File: config.mk
export PLATFORM = sky130hd
export DESIGN_NAME = video_stream_gen_flat
export DESIGN_NICKNAME = d
export VERILOG_FILES = /design/src/rtl/video_stream_gen_pkg.sv /design/src/rtl/video_stream_gen_if.sv /design/src/rtl/video_stream_gen_pattern.sv /design/src/rtl/video_stream_gen.sv /design/src/flat_wrapper.sv
export SDC_FILE = /design/constraint.sdc
export NUM_CORES = 1
export LEC_CHECK = 0
export CAP_MARGIN = 20
export CORE_ASPECT_RATIO = 1.1
export CORE_MARGIN = 4
export CORE_UTILIZATION = 42
export DETAILED_ROUTE_END_ITERATION = 16
export PLACE_DENSITY_LB_ADDON = 0.25
export RECOVER_POWER = 100
export SLEW_MARGIN = 20
export SYNTH_ARGS = -nofsm -noshare
export SYNTH_HDL_FRONTEND = slang
export SYNTH_HIERARCHICAL = 1
export SYNTH_SLANG_ARGS = --single-unit
File: constraint.sdc
create_clock -name clk -period 11.8 [get_ports clk]
set_input_delay 1.18 -clock clk [delete_from_list [all_inputs] [get_ports clk]]
set_output_delay 1.18 -clock clk [all_outputs]
set_load 0.005 [all_outputs]
File: src/rtl/video_stream_gen_pkg.sv
// Shared types and constants for the video test-pattern source.
// Holds the colour set, pattern encodings, latched config struct and timing totals.
package video_pkg;

  typedef logic [23:0] pixel_t;

  typedef enum logic [1:0] {
    PAT_RECT  = 2'd0,
    PAT_WHITE = 2'd1,
    PAT_BARS  = 2'd2,
    PAT_RAMP  = 2'd3
  } pat_sel_t;

  typedef struct packed {
    pat_sel_t   pat;
    logic [7:0] x0;
    logic [7:0] x1;
    logic [7:0] y0;
    logic [7:0] y1;
  } cfg_t;

  localparam pixel_t WHITE   = 24'hFFFFFF;
  localparam pixel_t YELLOW  = 24'hFFFF00;
  localparam pixel_t CYAN    = 24'h00FFFF;
  localparam pixel_t GREEN   = 24'h00FF00;
  localparam pixel_t MAGENTA = 24'hFF00FF;
  localparam pixel_t RED     = 24'hFF0000;
  localparam pixel_t BLUE    = 24'h0000FF;
  localparam pixel_t BLACK   = 24'h000000;

  function automatic int h_total(input int sync, input int bp, input int img, input int fp);
    return sync + bp + img + fp;
  endfunction

  function automatic int v_total(input int sync, input int bp, input int img, input int fp);
    return sync + bp + img + fp;
  endfunction

endpackage

File: src/rtl/video_stream_gen_if.sv
// Pixel stream bundle: syncs, data enable and RGB888 pixel.
// The generator drives it as master; the downstream detector consumes it as slave.
interface video_stream_gen_if;
  import video_pkg::*;

  logic   hsync;
  logic   vsync;
  logic   de;
  pixel_t pixel;

  modport master (output hsync, vsync, de, pixel);
  modport slave  (input  hsync, vsync, de, pixel);
endinterface

File: src/rtl/video_stream_gen_pattern.sv
// Combinational test-pattern mux: active-pixel x/y plus latched config -> RGB888.
// Out-of-range x/y produce don't-care colours; the caller masks them with de.
module video_pattern
  import video_pkg::*;
#(
  parameter int IMG_W = 200
) (
  input  logic [11:0] i_x,
  input  logic [11:0] i_y,
  input  cfg_t        i_cfg,
  output pixel_t      o_pixel
);

  logic        w_in_rect;
  logic [31:0] w_bar;
  pixel_t      w_bar_col;

  // x0 > x1 or y0 > y1 makes one of the ranges empty, so the image is all white
  assign w_in_rect = (i_x >= {4'd0, i_cfg.x0}) && (i_x <= {4'd0, i_cfg.x1}) &&
                     (i_y >= {4'd0, i_cfg.y0}) && (i_y <= {4'd0, i_cfg.y1});

  assign w_bar = ({20'd0, i_x} << 3) / 32'(IMG_W);

  always_comb begin
    w_bar_col = BLACK;
    case (w_bar)
      32'd0:   w_bar_col = WHITE;
      32'd1:   w_bar_col = YELLOW;
      32'd2:   w_bar_col = CYAN;
      32'd3:   w_bar_col = GREEN;
      32'd4:   w_bar_col = MAGENTA;
      32'd5:   w_bar_col = RED;
      32'd6:   w_bar_col = BLUE;
      default: w_bar_col = BLACK;
    endcase
  end

  always_comb begin
    o_pixel = WHITE;
    case (i_cfg.pat)
      PAT_RECT:  o_pixel = w_in_rect ? BLACK : WHITE;
      PAT_WHITE: o_pixel = WHITE;
      PAT_BARS:  o_pixel = w_bar_col;
      PAT_RAMP:  o_pixel = {3{i_x[7:0]}};
      default:   o_pixel = WHITE;
    endcase
  end

endmodule

File: src/rtl/video_stream_gen.sv
// Frame-timing generator with registered sync/de/pixel outputs and a test-pattern source.
// state  | meaning
// S_IDLE | counters parked at 0, outputs inactive, waiting for i_en
// S_RUN  | scanning frames; leaves only at the last cycle of a frame with i_en low
module video_stream_gen
  import video_pkg::*;
#(
  parameter int IMG_W    = 200,
  parameter int IMG_H    = 164,
  parameter int H_SYNC   = 4,
  parameter int H_BP     = 4,
  parameter int H_FP     = 4,
  parameter int V_SYNC   = 2,
  parameter int V_BP     = 2,
  parameter int V_FP     = 2,
  parameter bit SYNC_POL = 1'b1
) (
  input  logic                      clk,
  input  logic                      rst_n,
  input  logic                      i_en,
  input  logic [1:0]                i_pat_sel,
  input  logic [7:0]                i_rect_x0,
  input  logic [7:0]                i_rect_x1,
  input  logic [7:0]                i_rect_y0,
  input  logic [7:0]                i_rect_y1,
  video_stream_gen_if.master        vid,
  output logic                      o_frame_start,
  output logic                      o_busy
);

  localparam int H_TOTAL = h_total(H_SYNC, H_BP, IMG_W, H_FP);
  localparam int V_TOTAL = v_total(V_SYNC, V_BP, IMG_H, V_FP);

  generate
    if (H_TOTAL > 4096 || V_TOTAL > 4096) begin : g_total_check
      $error("video_stream_gen: H_TOTAL/V_TOTAL exceed 12-bit counter range");
    end
  endgenerate

  localparam logic [11:0] H_LAST    = 12'(H_TOTAL - 1);
  localparam logic [11:0] V_LAST    = 12'(V_TOTAL - 1);
  localparam logic [12:0] H_SYNC_E  = 13'(H_SYNC);
  localparam logic [12:0] V_SYNC_E  = 13'(V_SYNC);
  localparam logic [12:0] H_ACT_BEG = 13'(H_SYNC + H_BP);
  localparam logic [12:0] H_ACT_END = 13'(H_SYNC + H_BP + IMG_W);
  localparam logic [12:0] V_ACT_BEG = 13'(V_SYNC + V_BP);
  localparam logic [12:0] V_ACT_END = 13'(V_SYNC + V_BP + IMG_H);
  localparam logic [11:0] X_OFS     = 12'(H_SYNC + H_BP);
  localparam logic [11:0] Y_OFS     = 12'(V_SYNC + V_BP);

  localparam logic [0:0] S_IDLE = 1'b0;
  localparam logic [0:0] S_RUN  = 1'b1;

  logic [0:0]  r_state;
  logic [11:0] r_h;
  logic [11:0] r_v;
  cfg_t        r_cfg;

  cfg_t        w_cfg_in;
  logic        w_run;
  logic        w_h_last;
  logic        w_v_last;
  logic [12:0] w_h;
  logic [12:0] w_v;
  logic        w_hs;
  logic        w_vs;
  logic        w_de;
  logic        w_fs;
  logic [11:0] w_x;
  logic [11:0] w_y;
  pixel_t      w_pix;

  always_comb begin
    w_cfg_in     = '0;
    w_cfg_in.pat = pat_sel_t'(i_pat_sel);
    w_cfg_in.x0  = i_rect_x0;
    w_cfg_in.x1  = i_rect_x1;
    w_cfg_in.y0  = i_rect_y0;
    w_cfg_in.y1  = i_rect_y1;
  end

  assign w_run    = (r_state == S_RUN);
  assign w_h_last = (r_h == H_LAST);
  assign w_v_last = (r_v == V_LAST);

  // Config is captured only at frame boundaries so a frame never tears
  always_ff @(posedge clk or negedge rst_n) begin
    if (!rst_n) begin
      r_state <= S_IDLE;
      r_h     <= '0;
      r_v     <= '0;
      r_cfg   <= '0;
    end else begin
      case (r_state)
        S_IDLE: begin
          r_h <= '0;
          r_v <= '0;
          if (i_en) begin
            r_state <= S_RUN;
            r_cfg   <= w_cfg_in;
          end
        end
        S_RUN: begin
          if (w_h_last) begin
            r_h <= '0;
            if (w_v_last) begin
              r_v   <= '0;
              r_cfg <= w_cfg_in;
              if (!i_en) r_state <= S_IDLE;
            end else begin
              r_v <= r_v + 12'd1;
            end
          end else begin
            r_h <= r_h + 12'd1;
          end
        end
        default: r_state <= S_IDLE;
      endcase
    end
  end

  assign w_h  = {1'b0, r_h};
  assign w_v  = {1'b0, r_v};
  assign w_hs = w_run && (w_h < H_SYNC_E);
  assign w_vs = w_run && (w_v < V_SYNC_E);
  assign w_de = w_run && (w_h >= H_ACT_BEG) && (w_h < H_ACT_END) &&
                (w_v >= V_ACT_BEG) && (w_v < V_ACT_END);
  assign w_fs = w_run && (r_h == 12'd0) && (r_v == 12'd0);
  assign w_x  = r_h - X_OFS;
  assign w_y  = r_v - Y_OFS;

  video_pattern #(
    .IMG_W (IMG_W)
  ) u_pattern (
    .i_x     (w_x),
    .i_y     (w_y),
    .i_cfg   (r_cfg),
    .o_pixel (w_pix)
  );

  always_ff @(posedge clk or negedge rst_n) begin
    if (!rst_n) begin
      vid.hsync     <= ~SYNC_POL;
      vid.vsync     <= ~SYNC_POL;
      vid.de        <= 1'b0;
      vid.pixel     <= '0;
      o_frame_start <= 1'b0;
      o_busy        <= 1'b0;
    end else begin
      vid.hsync     <= w_hs ? SYNC_POL : ~SYNC_POL;
      vid.vsync     <= w_vs ? SYNC_POL : ~SYNC_POL;
      vid.de        <= w_de;
      vid.pixel     <= w_de ? w_pix : '0;
      o_frame_start <= w_fs;
      o_busy        <= w_run;
    end
  end

endmodule

File: src/flat_wrapper.sv
// flat-port wrapper written by rule: the top's interface ports become plain ports
module video_stream_gen_flat import video_pkg::*;
#(
  parameter int IMG_W    = 200,
  parameter int IMG_H    = 164,
  parameter int H_SYNC   = 4,
  parameter int H_BP     = 4,
  parameter int H_FP     = 4,
  parameter int V_SYNC   = 2,
  parameter int V_BP     = 2,
  parameter int V_FP     = 2,
  parameter bit SYNC_POL = 1'b1
)
  (clk, rst_n, i_en, i_pat_sel, i_rect_x0, i_rect_x1, i_rect_y0, i_rect_y1, o_frame_start, o_busy, vid_hsync, vid_vsync, vid_de, vid_pixel);
  video_stream_gen_if vid_i ();
  input  logic clk;
  input  logic rst_n;
  input  logic i_en;
  input  logic [1:0] i_pat_sel;
  input  logic [7:0] i_rect_x0;
  input  logic [7:0] i_rect_x1;
  input  logic [7:0] i_rect_y0;
  input  logic [7:0] i_rect_y1;
  output logic o_frame_start;
  output logic o_busy;
  output wire logic [$bits(vid_i.hsync)-1:0] vid_hsync;
  output wire logic [$bits(vid_i.vsync)-1:0] vid_vsync;
  output wire logic [$bits(vid_i.de)-1:0] vid_de;
  output wire logic [$bits(vid_i.pixel)-1:0] vid_pixel;
  assign vid_hsync = vid_i.hsync;
  assign vid_vsync = vid_i.vsync;
  assign vid_de = vid_i.de;
  assign vid_pixel = vid_i.pixel;
  video_stream_gen #(.IMG_W(IMG_W), .IMG_H(IMG_H), .H_SYNC(H_SYNC), .H_BP(H_BP), .H_FP(H_FP), .V_SYNC(V_SYNC), .V_BP(V_BP), .V_FP(V_FP), .SYNC_POL(SYNC_POL)) u_core (.clk(clk), .rst_n(rst_n), .i_en(i_en), .i_pat_sel(i_pat_sel), .i_rect_x0(i_rect_x0), .i_rect_x1(i_rect_x1), .i_rect_y0(i_rect_y0), .i_rect_y1(i_rect_y1), .vid(vid_i), .o_frame_start(o_frame_start), .o_busy(o_busy));
endmodule
; ---- After elaboration in Yosys (flattened, before gate mapping)
; Cells that the tools add are included.
; W data, S select, Z words.
[op_classes]
n_addsub = 4
multipliers = 0
div = 1
magnitude_cmp = 10
n_eq_ne = 14
shifts = 0
muxes = 19
n_bitwise = 1
reduce_logical = 16
[ops]
columns = operator, count
row1 = $pmux W24 S7, 1
row2 = $mux W34, 3
row3 = $eq A32 B3 Y1 const B, 3
row4 = $pmux W24 S4, 1
row5 = $pmux W34 S2, 1
row6 = $eq A32 B2 Y1 const B, 2
row7 = $mux W24, 2
row8 = $pmux W12 S2, 2
row9 = $mux W12, 3
row10 = $div A15 B8 Y32 const B, 1
row11 = $eq A32 B1 Y1 const B, 1
row12 = $logic_not A32 Y1, 1
row13 = $add A12 B1 Y12 const B, 2
row14 = $eq A12 B8 Y1 const B, 2
row15 = $ge A12 B8 Y1, 2
row16 = $le A12 B8 Y1, 2
row17 = $logic_not A12 Y1, 2
row18 = $lt A12 B8 Y1 const B, 2
row19 = $ge A12 B3 Y1 const B, 1
row20 = $ge A12 B4 Y1 const B, 1
row21 = $lt A12 B2 Y1 const B, 1
row22 = $lt A12 B3 Y1 const B, 1
row23 = $sub A12 B3 Y12 const B, 1
row24 = $sub A12 B4 Y12 const B, 1
row25 = 9 further kinds, 26
[word_totals]
ff_bits = 88
latchBits = 0
ram_bits = 0
mem_bits_ro = 0
out_inout_bits = 29
memories = 0

; ---- Longest topological paths before layout
; Gate-level depths: netlist of the first run.
[depth]
ltp_word = 8
mapped_depth = 26
ltp_nobuf = 25

; ---- Hierarchy
; The synthesis of the first run kept the hierarchy.
[modules_own_cells]
columns = mod, instances, cells_per_inst, area_per_inst_um2, seq_area_each_um2
row1 = video_stream_gen, 1, 340, 4037.6, 2202.1
row2 = video_pattern, 1, 355, 2481.1, 0.0

; ---- Worst setup path before layout of the first run
; No wires, ideal clock.
[synth_path]
path_type = reg-to-reg
from = register u_core.r_h[5]
to = register u_core.vid.pixel[7]
setup_ns = 0.119
arrival_ns = 5.626
required_time_ns = 11.681
slack_ns = 6.055
path_stages_with_launch = 26
n_path_buf = 2
cell_sequence = dfrtp_1 -> clkbuf_1 -> nor3_1 -> nand2_1 -> or3_1 -> xnor2_1 -> buf_6 -> nor2b_1 -> ha_1 -> nand2b_1 -> o21a_1 -> nor2_2 -> xnor2_1 -> o2111a_1 -> a21boi_1 -> nor2_4 -> a21oi_1 -> o2111a_1 -> o31ai_4 -> o41a_4 -> a211oi_2 -> nor4_1 -> a211oi_2 -> a2bb2oi_4 -> o21ai_1 -> and2_1
[synth_between]
elab_chain_cells = 8
[synth_lines]
columns = element, line_no
row1 = start: declaration, video_stream_gen.sv:55  ; logic [11:0] r_h;
row2 = start signal: assignment, video_stream_gen.sv:114  ; r_h <= r_h + 12'd1;
row3 = $sub A12 B4 Y12 *, video_stream_gen.sv:129  ; assign w_x = r_h - X_OFS;
row4 = via u_core.w_x[10], video_stream_gen.sv:69  ; logic [11:0] w_x;
row5 = "parallel branches: the longest is 5 deep, another holds $div A15 B8 Y32", n/a
row6 = $pmux W24 S4 *, video_stream_gen_pattern.sv:40  ; case (i_cfg.pat)
row7 = via u_core.w_pix[7], video_stream_gen.sv:71  ; pixel_t w_pix;
row8 = $mux W24 *, video_stream_gen.sv:153  ; vid.pixel <= w_de ? w_pix : '0;
row9 = end signal: assignment, video_stream_gen.sv:153
row10 = end: declaration, video_stream_gen_if.sv:11  ; modport master (output hsync, vsync, de, pixel);
; Mark *: on every way through the listed nets, which the timed path passes.
; A chain may end at the register's enable or synchronous reset.

; ---- Worst setup path after layout of the first run
[layout_path]
from = register u_core.r_h[3]
to = register u_core.vid.pixel[1]
; Same word-level chain as after synthesis.

==> results of run 1 <==
[worst min path at each step]
stage | cells after the start | startpoint | slack, ns | to
2_1_floorplan | 0 | u_core/r_state$_DFF_PN0_ | 0.35 | u_core/o_busy$_DFF_PN0_
3_3_place_gp | 1 | u_core/r_cfg[21]$_DFFE_PN0P_ | 0.47 | u_core/r_cfg[21]$_DFFE_PN0P_
3_5_place_dp | 1 | u_core/r_cfg[21]$_DFFE_PN0P_ | 0.48 | u_core/r_cfg[21]$_DFFE_PN0P_
4_1_cts | 1 | u_core/r_cfg[21]$_DFFE_PN0P_ | 0.50 | u_core/r_cfg[21]$_DFFE_PN0P_
5_1_grt | 1 | u_core/r_cfg[31]$_DFFE_PN0P_ | 0.51 | u_core/r_cfg[31]$_DFFE_PN0P_
6_report | 1 | u_core/r_cfg[17]$_DFFE_PN0P_ | 0.49 | u_core/r_cfg[17]$_DFFE_PN0P_
[state kept, by name (all words and copies together), names as in the netlist]
register and count:
u_core/o_busy 1, u_core/o_frame_start 1, u_core/r_cfg 34, u_core/r_h 12
u_core/r_state 1, u_core/r_v 12, u_core/vid.de 1, u_core/vid.hsync 1
u_core/vid.pixel 24, u_core/vid.vsync 1
[layout make-up]
type	instances	area [um^2]	area share
clock buffers	10	229	0.0305
clock inverters	6	50.0	0.00666
inverters	48	180	0.0240
multi-input cells	528	3940	0.524
flip-flops and latches	88	2200	0.293
well taps	196	245	0.0326
repair buffers	69	667	0.0887
[where the power goes]
| group | total [mW] | switching (mW) | internal (mW) | leakage, nW |
|---|---|---|---|---|
| combinational | 0.0410 | 0.0191 | 0.0219 | 2.16 |
| sequential | 0.311 | 0.00371 | 0.308 | 1.12 |
| clock | 0.273 | 0.128 | 0.146 | 0.135 |
| total | 0.626 | 0.150 | 0.475 | 3.41 |
[placed cells by master (no fill, tap or decap), drive strengths merged, types with 4 or more instances in the layout]
| cell type | count |
|---|---|
| dfrtp | 88 |
| xnor2 | 15 |
| a211oi | 6 |
| a31oi | 5 |
| and3 | 9 |
| nor4 | 10 |
| nand4 | 18 |
| nand3b | 4 |
| and2 | 31 |
| nand3 | 15 |
| nor2b | 15 |
| nand2 | 58 |
| a21o | 4 |
| a211o | 6 |
| o31ai | 7 |
| mux2 | 34 |
| ha | 46 |
| or3 | 12 |
| nor3 | 13 |
| o211ai | 7 |
| a32oi | 4 |
| or2 | 4 |
| clkbuf | 13 |
| nand2b | 12 |
| a21oi | 30 |
| and4 | 10 |
| or4 | 4 |
| nor2 | 36 |
| o21ai | 33 |
| o22ai | 6 |
| a41oi | 4 |
| inv | 50 |
| o21a | 6 |
| clkdlybuf4s50 | 35 |
| dlygate4sd3 | 29 |
| xor2 | 14 |
[routing by layer]
layer | GRT usage | vias to the layer above
li1 | - | 2626
met1 | 0.240 | 2636
met2 | 0.292 | 161
met3 | 0.0401 | 19
met4 | 0.0469 | 0
met5 | 0 | -
[cell families (layout without fill, tap and decap cells)]
| family | count (synthesis) | count (layout) | share of synthesized area |
|---|---|---|---|
| simple gates | 260 | 260 | 0.231 |
| compound gates | 155 | 155 | 0.185 |
| flops | 88 | 88 | 0.338 |
| buf+inv | 79 | 133 | 0.0539 |
| fa+ha+maj | 47 | 47 | 0.0900 |
| mux | 37 | 37 | 0.0633 |
| xor+xnor | 29 | 29 | 0.0390 |
==> metrics.md, run 1 <==
| Metric | Value |
|---|---|
| Share of the yosys chip area belonging to registers | `0.338` |
| Count of input and output buffers | `65` |
| Final instance area | `~0.0075 mm^2` |
| Maximum ir drop on the vdd rail | `0.0000744 V` |
| Most prevalent standard cell on the critical path | `sky130_fd_sc_hd__o21ai_0` |
| Worst-case clock skew | `about 0.0073 ns` |
| Ys flop type | `sky130_fd_sc_hd__dfrtp_1` |
| Worst hold slack | `around 0.5 ns` |
| Depth of the CTS H-tree | `3` |
| Instance count of the mapped netlist | `695` |
| Die extent in y | `139 um` |
| Via density per instance | `5.76` |
| Cell Count Post-Placement | `a little over 900` |
| Least setup slack across all paths after layout | `between 3 and 4 ns` |
| Top cells by instance count after synthesis | `sky130_fd_sc_hd__dfrtp_1, sky130_fd_sc_hd__nand2_1, sky130_fd_sc_hd__inv_1, sky130_fd_sc_hd__ha_1, sky130_fd_sc_hd__nor2_1` |
| First DRT Iteration DRCs | `468` |
| Clock-pin slew on the worst setup and hold paths | `0.07 ns` |
| RSZ-0062 raised after global routing | `false` |
| Setup Buffers After CTS | `0` |
| Num Clock Sinks | `88` |
| Core area | `0.0151 mm^2` |
| Capturing element type of the critical path | `register` |
| Violated checks | `max-capacitance violations, max-slew violations` |
| Number of unique standard cell types used by synthesis | `92` |
| Critical path's top delay family | `compound AO/OA/AOI/OAI gates` |
| Standard-cell row count | `47` |
| Fill count | `1379` |
| Post-synthesis net count | `approximately 780` |
| Peak fanout along the critical path | `15` |
| Cell count of the worst reg-to-reg path | `23` |
| Status | `finished, violations left` |
| Post-Place Cell Area | `0.00727 mm^2` |
| Crit-path cells | `inv_1 > ha_1 > nand2_1 > nor4_1 > xor2_1 > ha_1 > nand2b_1 > o21ai_0 > o211ai_1 > o21a_1 > nor4_1 > a21boi_0 > nor2_4 > a21oi_1 > o21ai_0 > o211ai_1 > a211oi_1 > o311ai_0 > nand4b_1 > o21ai_0 > a21oi_1 > o21ai_0 > and2_1` |
| Crit path launch type | `register` |
| Hold Vio Cnt, Final | `0` |
| End point of the critical path | `u_core/vid.pixel[1]$_DFF_PN0_` |
| WL per Instance | `approximately 16 um` |
| Netlist Area Pre-Place | `0.00652 mm^2` |
| Slowest stage cell, crit path | `sky130_fd_sc_hd__xor2_1` |
| Worst slew margin relative to its limit | `-1.33` |
| Wire length of the first global-routing pass | `26300 um` |
| Antenna violations before repair | `0` |
| Clock buffer depth | `2` |
| Leftover overflow at the end of global routing | `0` |
| Fraction of registers with async set/reset | `1.00` |
| Cell at the root of the clock tree | `sky130_fd_sc_hd__clkbuf_16` |
| Clock insertion delay at the later pin of the skew report | `0.35 ns` |
| Worst slack at placement | `4.65 ns` |
| Instance count on the critical path | `23` |
| Post-cts repair resize count | `0` |
| Number of synthesized flops with an enable pin | `0` |
| Die W | `127 um` |
| WL met1 | `7040 um` |
| Max-capacitance violation count | `2` |
| Data required time of the worst path | `around 12 ns` |
| Post-Synthesis Mean Instance Area | `9.38 um^2` |
| Ranking of synthesized cells by area | `sky130_fd_sc_hd__dfrtp_1, sky130_fd_sc_hd__ha_1, sky130_fd_sc_hd__mux2_2` |
| Top-area cell type share of the netlist area | `0.338` |
| Crit Reg-Reg Endpoint | `u_core/vid.pixel[1]$_DFF_PN0_` |
| Internal reg-to-reg setup slack | `3.71 ns` |
| Actual transition at the worst max-transition pin | `3.50 ns` |
| Number of buffers added by the clock tree synthesis step | `9` |
| Number of global-route vias before repair | `5455` |
| WP buf/inv | `1` |
| Wire length reported by the detailed router | `15400 um` |
| Post-Layout Cell Count | `945` |
| Leakage power | `3.41 nW` |
| Data arrival at the endpoint of the critical path | `8.33 ns` |
| Maximum number of pins on one net before global-route repair | `65` |
| Post-detail-place hpwl | `11700 um` |
| Number of vias in the routed layout | `about 5400` |
| Wire length on met2 | `7330 um` |
| Cell with the most instances after synthesis | `sky130_fd_sc_hd__dfrtp_1` |
| Cell accounting for the most synthesized area | `sky130_fd_sc_hd__dfrtp_1` |
| Total power draw | `0.626 mW` |
| Global router's overall resource usage | `0.179` |
| Number of nets at the end of the flow | `827` |
| Reg2reg start | `u_core/r_h[3]$_DFF_PN0_` |
| Startpoint of the worst setup timing path | `u_core/r_h[3]$_DFF_PN0_` |
| Final setup viols | `0` |
| Area Growth Syn to Fin | `15.3%` |
| Number of warning messages in the yosys log | `6` |
| Detailed-route DRC error count | `0` |
| DR WL met3 | `805 um` |
| Starting density of the core | `0.431` |
| Final total negative setup slack | `0 ns` |
| Fraction of layout instances using a drive strength above 1 | `0.0988` |
| First-pass DRT Iterations | `5` |
| Area of the die | `around 0.018 mm^2` |
| TritonCTS clock tree | `done` |
| CTS hold repair buffers | `0` |
| Number of nets with antenna violations after detailed routing | `0` |
| Number of diodes | `0` |
| Final cycle utilization of the critical path | `0.685` |
| Final core area utilization | `0.497` |
| Final slew viol count | `100` |
| Maximum clock frequency | `0.124 GHz` |
| Flops & latches, synth | `88` |
| Top-level I/O count | `66` |
| Highest routed layer | `met4` |
| Class of the most critical setup path | `register to register` |
| Power per standard cell area | `83.3 mW/mm^2` |
| Largest incremental delay on the critical path | `0.94 ns` |
| Worst min-delay path class | `register to register` |
| Min Clock Period, post-route | `~8.1 ns` |
| Weighted congestion at the end of routability-driven global placement | `0.886` |
(Power assumes the default switching activity.)
==> inputs of run 2 (changes only) <==
==> constraint.sdc (replaced) <==
create_clock -name clk -period 6.5 [get_ports clk]
set_input_delay 0.65 -clock clk [delete_from_list [all_inputs] [get_ports clk]]
set_output_delay 0.65 -clock clk [all_outputs]
set_load 0.005 [all_outputs]
==> run 2 against run 1 <==
  * The run still ends with max-capacitance violations, max-slew violations left
  * Total power up 98%
  * Worst setup slack worse by 3.2 ns
  * Hold slack worse by 0.0036 ns
  * Design area up 2.0%
  * Core utilization up 1.0 points
  * Die area unchanged
  * Critical path type unchanged
  * Largest power group is now the clock network
  * Highest routed layer unchanged
==> metrics.md, run 2 (synthesis results as in run 1) <==
| Metric | Value |
|---|---|
| Worst min-delay path class | `register to register` |
| Number of nets at the end of the flow | `about 840` |
| Via density per instance | `5.64` |
| Crit path launch type | `register` |
| TritonCTS clock tree | `done` |
| Hold Vio Cnt, Final | `0` |
| Most common library cell in the layout ignoring fill and taps | `sky130_fd_sc_hd__dfrtp_1` |
| Capturing element type of the critical path | `register` |
| Global router's overall resource usage | `0.178` |
| Hold Path Depth | `1` |
| Area Growth Syn to Fin | `17.6%` |
| Starting density of the core | `0.431` |
| Status | `finished, violations left` |
| Internal power summed over all cells | `0.975 mW` |
| Worst slew margin relative to its limit | `-1.07` |
| Actual transition at the worst max-transition pin | `3.11 ns` |
| Sw power | `about 0.26 mW` |
| Detailed-route DRC error count | `0` |
| Beginning of the worst hold path | `u_core/r_cfg[21]$_DFFE_PN0P_` |
| Worst-case clock skew | `0.00531 ns` |
| Clock insertion delay at the later pin of the skew report | `about 0.34 ns` |
| Maximum number of pins on one net before global-route repair | `49` |
| Clock-pin slew on the worst setup and hold paths | `0.06 ns` |
| Standard-cell row count | `47` |
| Reg2reg start | `u_core/r_h[4]$_DFF_PN0_` |
| Class of the most critical setup path | `register to register` |
| Reg with most FFs | `u_core/r_cfg` |
| Number of nets with antenna violations after detailed routing | `0` |
| Clock buffer depth | `2` |
| Top-level I/O count | `66` |
| Final slew viol count | `126` |
| Switching Share | `0.211` |
| Min Clock Period, post-route | `5.97 ns` |
| Biggest regs | `u_core/r_cfg (34), u_core/vid.pixel (24)` |
| Final cycle utilization of the critical path | `0.918` |
| Die W | `127 um` |
| Die extent in y | `around 140 um` |
| Number of buffers added by the clock tree synthesis step | `9` |
| Cell at the root of the clock tree | `sky130_fd_sc_hd__clkbuf_16` |
| Commonest non-fill, non-tap cells in the layout | `sky130_fd_sc_hd__dfrtp_1, sky130_fd_sc_hd__nand2_1, sky130_fd_sc_hd__inv_1` |
| Number of global-route vias before repair | `between 5000 and 6000` |
| Peak fanout along the critical path | `8` |
| Leftover overflow at the end of global routing | `0` |
| Number of diodes | `0` |
| Num Clock Sinks | `88` |
| Crit Reg-Reg Endpoint | `u_core/vid.pixel[6]$_DFF_PN0_` |
| Post-Layout Cell Count | `955` |
| Final setup viols | `0` |
| Clock power share | `0.481` |
| Cell count of the worst reg-to-reg path | `26` |
| First DRT Iteration DRCs | `305` |
| Wire length of the first global-routing pass | `26200 um` |
| Weighted congestion at the end of routability-driven global placement | `0.855` |
| Sequential group share of total power | `0.457` |
| Wire length reported by the detailed router | `15500 um` |
| Core area | `approximately 0.015 mm^2` |
| Leakage power | `3.49 nW` |
| Power per standard cell area | `161 mW/mm^2` |
| Post-detail-place hpwl | `11800 um` |
| Number of vias in the routed layout | `~5400` |
| Data arrival at the endpoint of the critical path | `6.20 ns` |
| RSZ-0062 raised after global routing | `false` |
| Internal reg-to-reg setup slack | `0.53 ns` |
| CTS hold repair buffers | `0` |
| Fraction of layout instances using a drive strength above 1 | `0.116` |
| Maximum clock frequency | `approximately 0.17 GHz` |
| Depth of the CTS H-tree | `3` |
| Cell Count Post-Placement | `938` |
| WL per Instance | `16.2 um` |
| Area of the die | `0.0176 mm^2` |
| First-pass DRT Iterations | `5` |
| Violated checks | `max-capacitance violations, max-slew violations` |
| Number of flip-flops under the largest register name | `34` |
| Maximum ir drop on the vdd rail | `0.000146 V` |
| Combinational Power Share | `0.062` |
| Data required time of the worst path | `6.74 ns` |
| Final total negative setup slack | `0 ns` |
| Endpoint with the worst hold slack | `u_core/r_cfg[21]$_DFFE_PN0P_` |
| Max-capacitance violation count | `3` |
| Count of input and output buffers | `65` |
| Antenna violations before repair | `0` |
-- run 2: changes by cell type in the layout (fill, tap and decap cells not counted), moves of 2 or more --
cell,delta
sky130_fd_sc_hd__a21oi_1,-2
sky130_fd_sc_hd__a21oi_2,+2
sky130_fd_sc_hd__xnor2_1,+2
sky130_fd_sc_hd__o21ai_0,-7
sky130_fd_sc_hd__bufinv_16,+3
sky130_fd_sc_hd__buf_4,+10
sky130_fd_sc_hd__o21ai_1,+7
sky130_fd_sc_hd__xnor2_2,-2
-- run 2: area by class of cell --
class / count / area (um^2)
fillers: 1332 / 7450
flip-flops and latches: 88 / 2200
inverters: 48 / 180
multi-input cells: 528 / 3950
clock buffers: 9 / 225
repair buffers: 79 / 742
well taps: 196 / 245
clock inverters: 7 / 119
-- run 2: routing by layer --
layer / part of all wire / vias up / GRT usage / wire [um]
met5: 0 / - / 0 / 0
met1: 0.46 / 2578 / 0.240 / 7120
met2: 0.48 / 143 / 0.300 / 7430
li1: - / 2644 / - / -
met3: 0.046 / 21 / 0.0324 / 714
met4: 0.014 / 0 / 0.0412 / 218
-- run 2: worst max-delay path by stage --
| stage | endpoint | depth (start not counted) | from | slack (ns) |
|---|---|---|---|---|
| floorplan | u_core/vid.pixel[7]$_DFF_PN0_ | 25 | u_core/r_h[5]$_DFF_PN0_ | 0.75 |
| global placement | u_core/vid.pixel[7]$_DFF_PN0_ | 24 | u_core/r_h[6]$_DFF_PN0_ | 0.53 |
| detailed placement | u_core/vid.pixel[6]$_DFF_PN0_ | 24 | u_core/r_h[6]$_DFF_PN0_ | 0.49 |
| CTS | u_core/vid.pixel[6]$_DFF_PN0_ | 25 | u_core/r_h[3]$_DFF_PN0_ | 0.42 |
| global route | u_core/vid.pixel[7]$_DFF_PN0_ | 26 | u_core/r_h[4]$_DFF_PN0_ | 0.007 |
| finish | u_core/vid.pixel[6]$_DFF_PN0_ | 26 | u_core/r_h[4]$_DFF_PN0_ | 0.53 |
-- run 2: power groups by stage --
stage	registers [mW]	clock network (mW)	logic, mW
after floorplan	0.572	0	0.0353
after global placement	0.575	0	0.0744
after detailed placement	0.576	0	0.0781
after CTS	0.565	0.612	0.0790
after global routing	0.566	0.634	0.0873
final	0.565	0.594	0.0764
-- run 2: worst max-delay path: stages, from the launching register on --
cell and delay (ns):
sky130_fd_sc_hd__dfrtp_1 0.46, sky130_fd_sc_hd__inv_1 0.12, sky130_fd_sc_hd__ha_1 0.24, sky130_fd_sc_hd__nand2_1 0.12, sky130_fd_sc_hd__nor2_1 0.06, sky130_fd_sc_hd__xor2_1 0.17, sky130_fd_sc_hd__nor3_2 0.29, sky130_fd_sc_hd__nor2b_1 0.09
sky130_fd_sc_hd__ha_1 0.29, sky130_fd_sc_hd__nand2b_1 0.19, sky130_fd_sc_hd__o21a_1 0.23, sky130_fd_sc_hd__o31ai_1 0.28, sky130_fd_sc_hd__o31ai_1 0.13, sky130_fd_sc_hd__a31oi_1 0.32, sky130_fd_sc_hd__nand2_1 0.22, sky130_fd_sc_hd__a221o_1 0.35
sky130_fd_sc_hd__a31oi_2 0.22, sky130_fd_sc_hd__nand3_1 0.17, sky130_fd_sc_hd__and3_4 0.23, sky130_fd_sc_hd__o41ai_2 0.36, sky130_fd_sc_hd__nor2_1 0.14, sky130_fd_sc_hd__nor4_4 0.40, sky130_fd_sc_hd__o21ai_0 0.19, sky130_fd_sc_hd__a21oi_2 0.14
sky130_fd_sc_hd__buf_4 0.16, sky130_fd_sc_hd__o21ai_1 0.09, sky130_fd_sc_hd__and2_1 0.16
-- run 2: what timing repair did --
item	4_1_cts	5_1_grt
buffers inserted	0	1
hold endpoints to repair	0	0
gates resized for setup	0	3
endpoints found under the setup margin	0	16
-- run 2: metrics by stage --
stage | worst slack (ns) | hold slack, ns | area, um^2 | utilization | total power, mW
2_1_floorplan | 0.755 | 0.352 | 6520 | - | 0.608
3_3_place_gp | 0.531 | 0.472 | 7340 | 0.486 | 0.649
3_5_place_dp | 0.489 | 0.478 | 7340 | 0.486 | 0.654
4_1_cts | 0.421 | 0.306 | 7680 | 0.508 | 1.26
5_1_grt | 0.00676 | 0.505 | 7670 | 0.507 | 1.29
6_report | 0.532 | 0.488 | 7670 | 0.507 | 1.24
==> inputs of run 3 (changes only) <==
--- a/config.mk
+++ b/config.mk
@@ -12,6 +12,7 @@
 export DETAILED_ROUTE_END_ITERATION = 16
 export PLACE_DENSITY_LB_ADDON = 0.25
 export RECOVER_POWER = 100
+export SKIP_CTS_REPAIR_TIMING = 1
 export SLEW_MARGIN = 20
 export SYNTH_ARGS = -nofsm -noshare
 export SYNTH_HDL_FRONTEND = slang
==> results of run 3 <==
No change in the layout: final DEF, timing and power equal those of run 2.
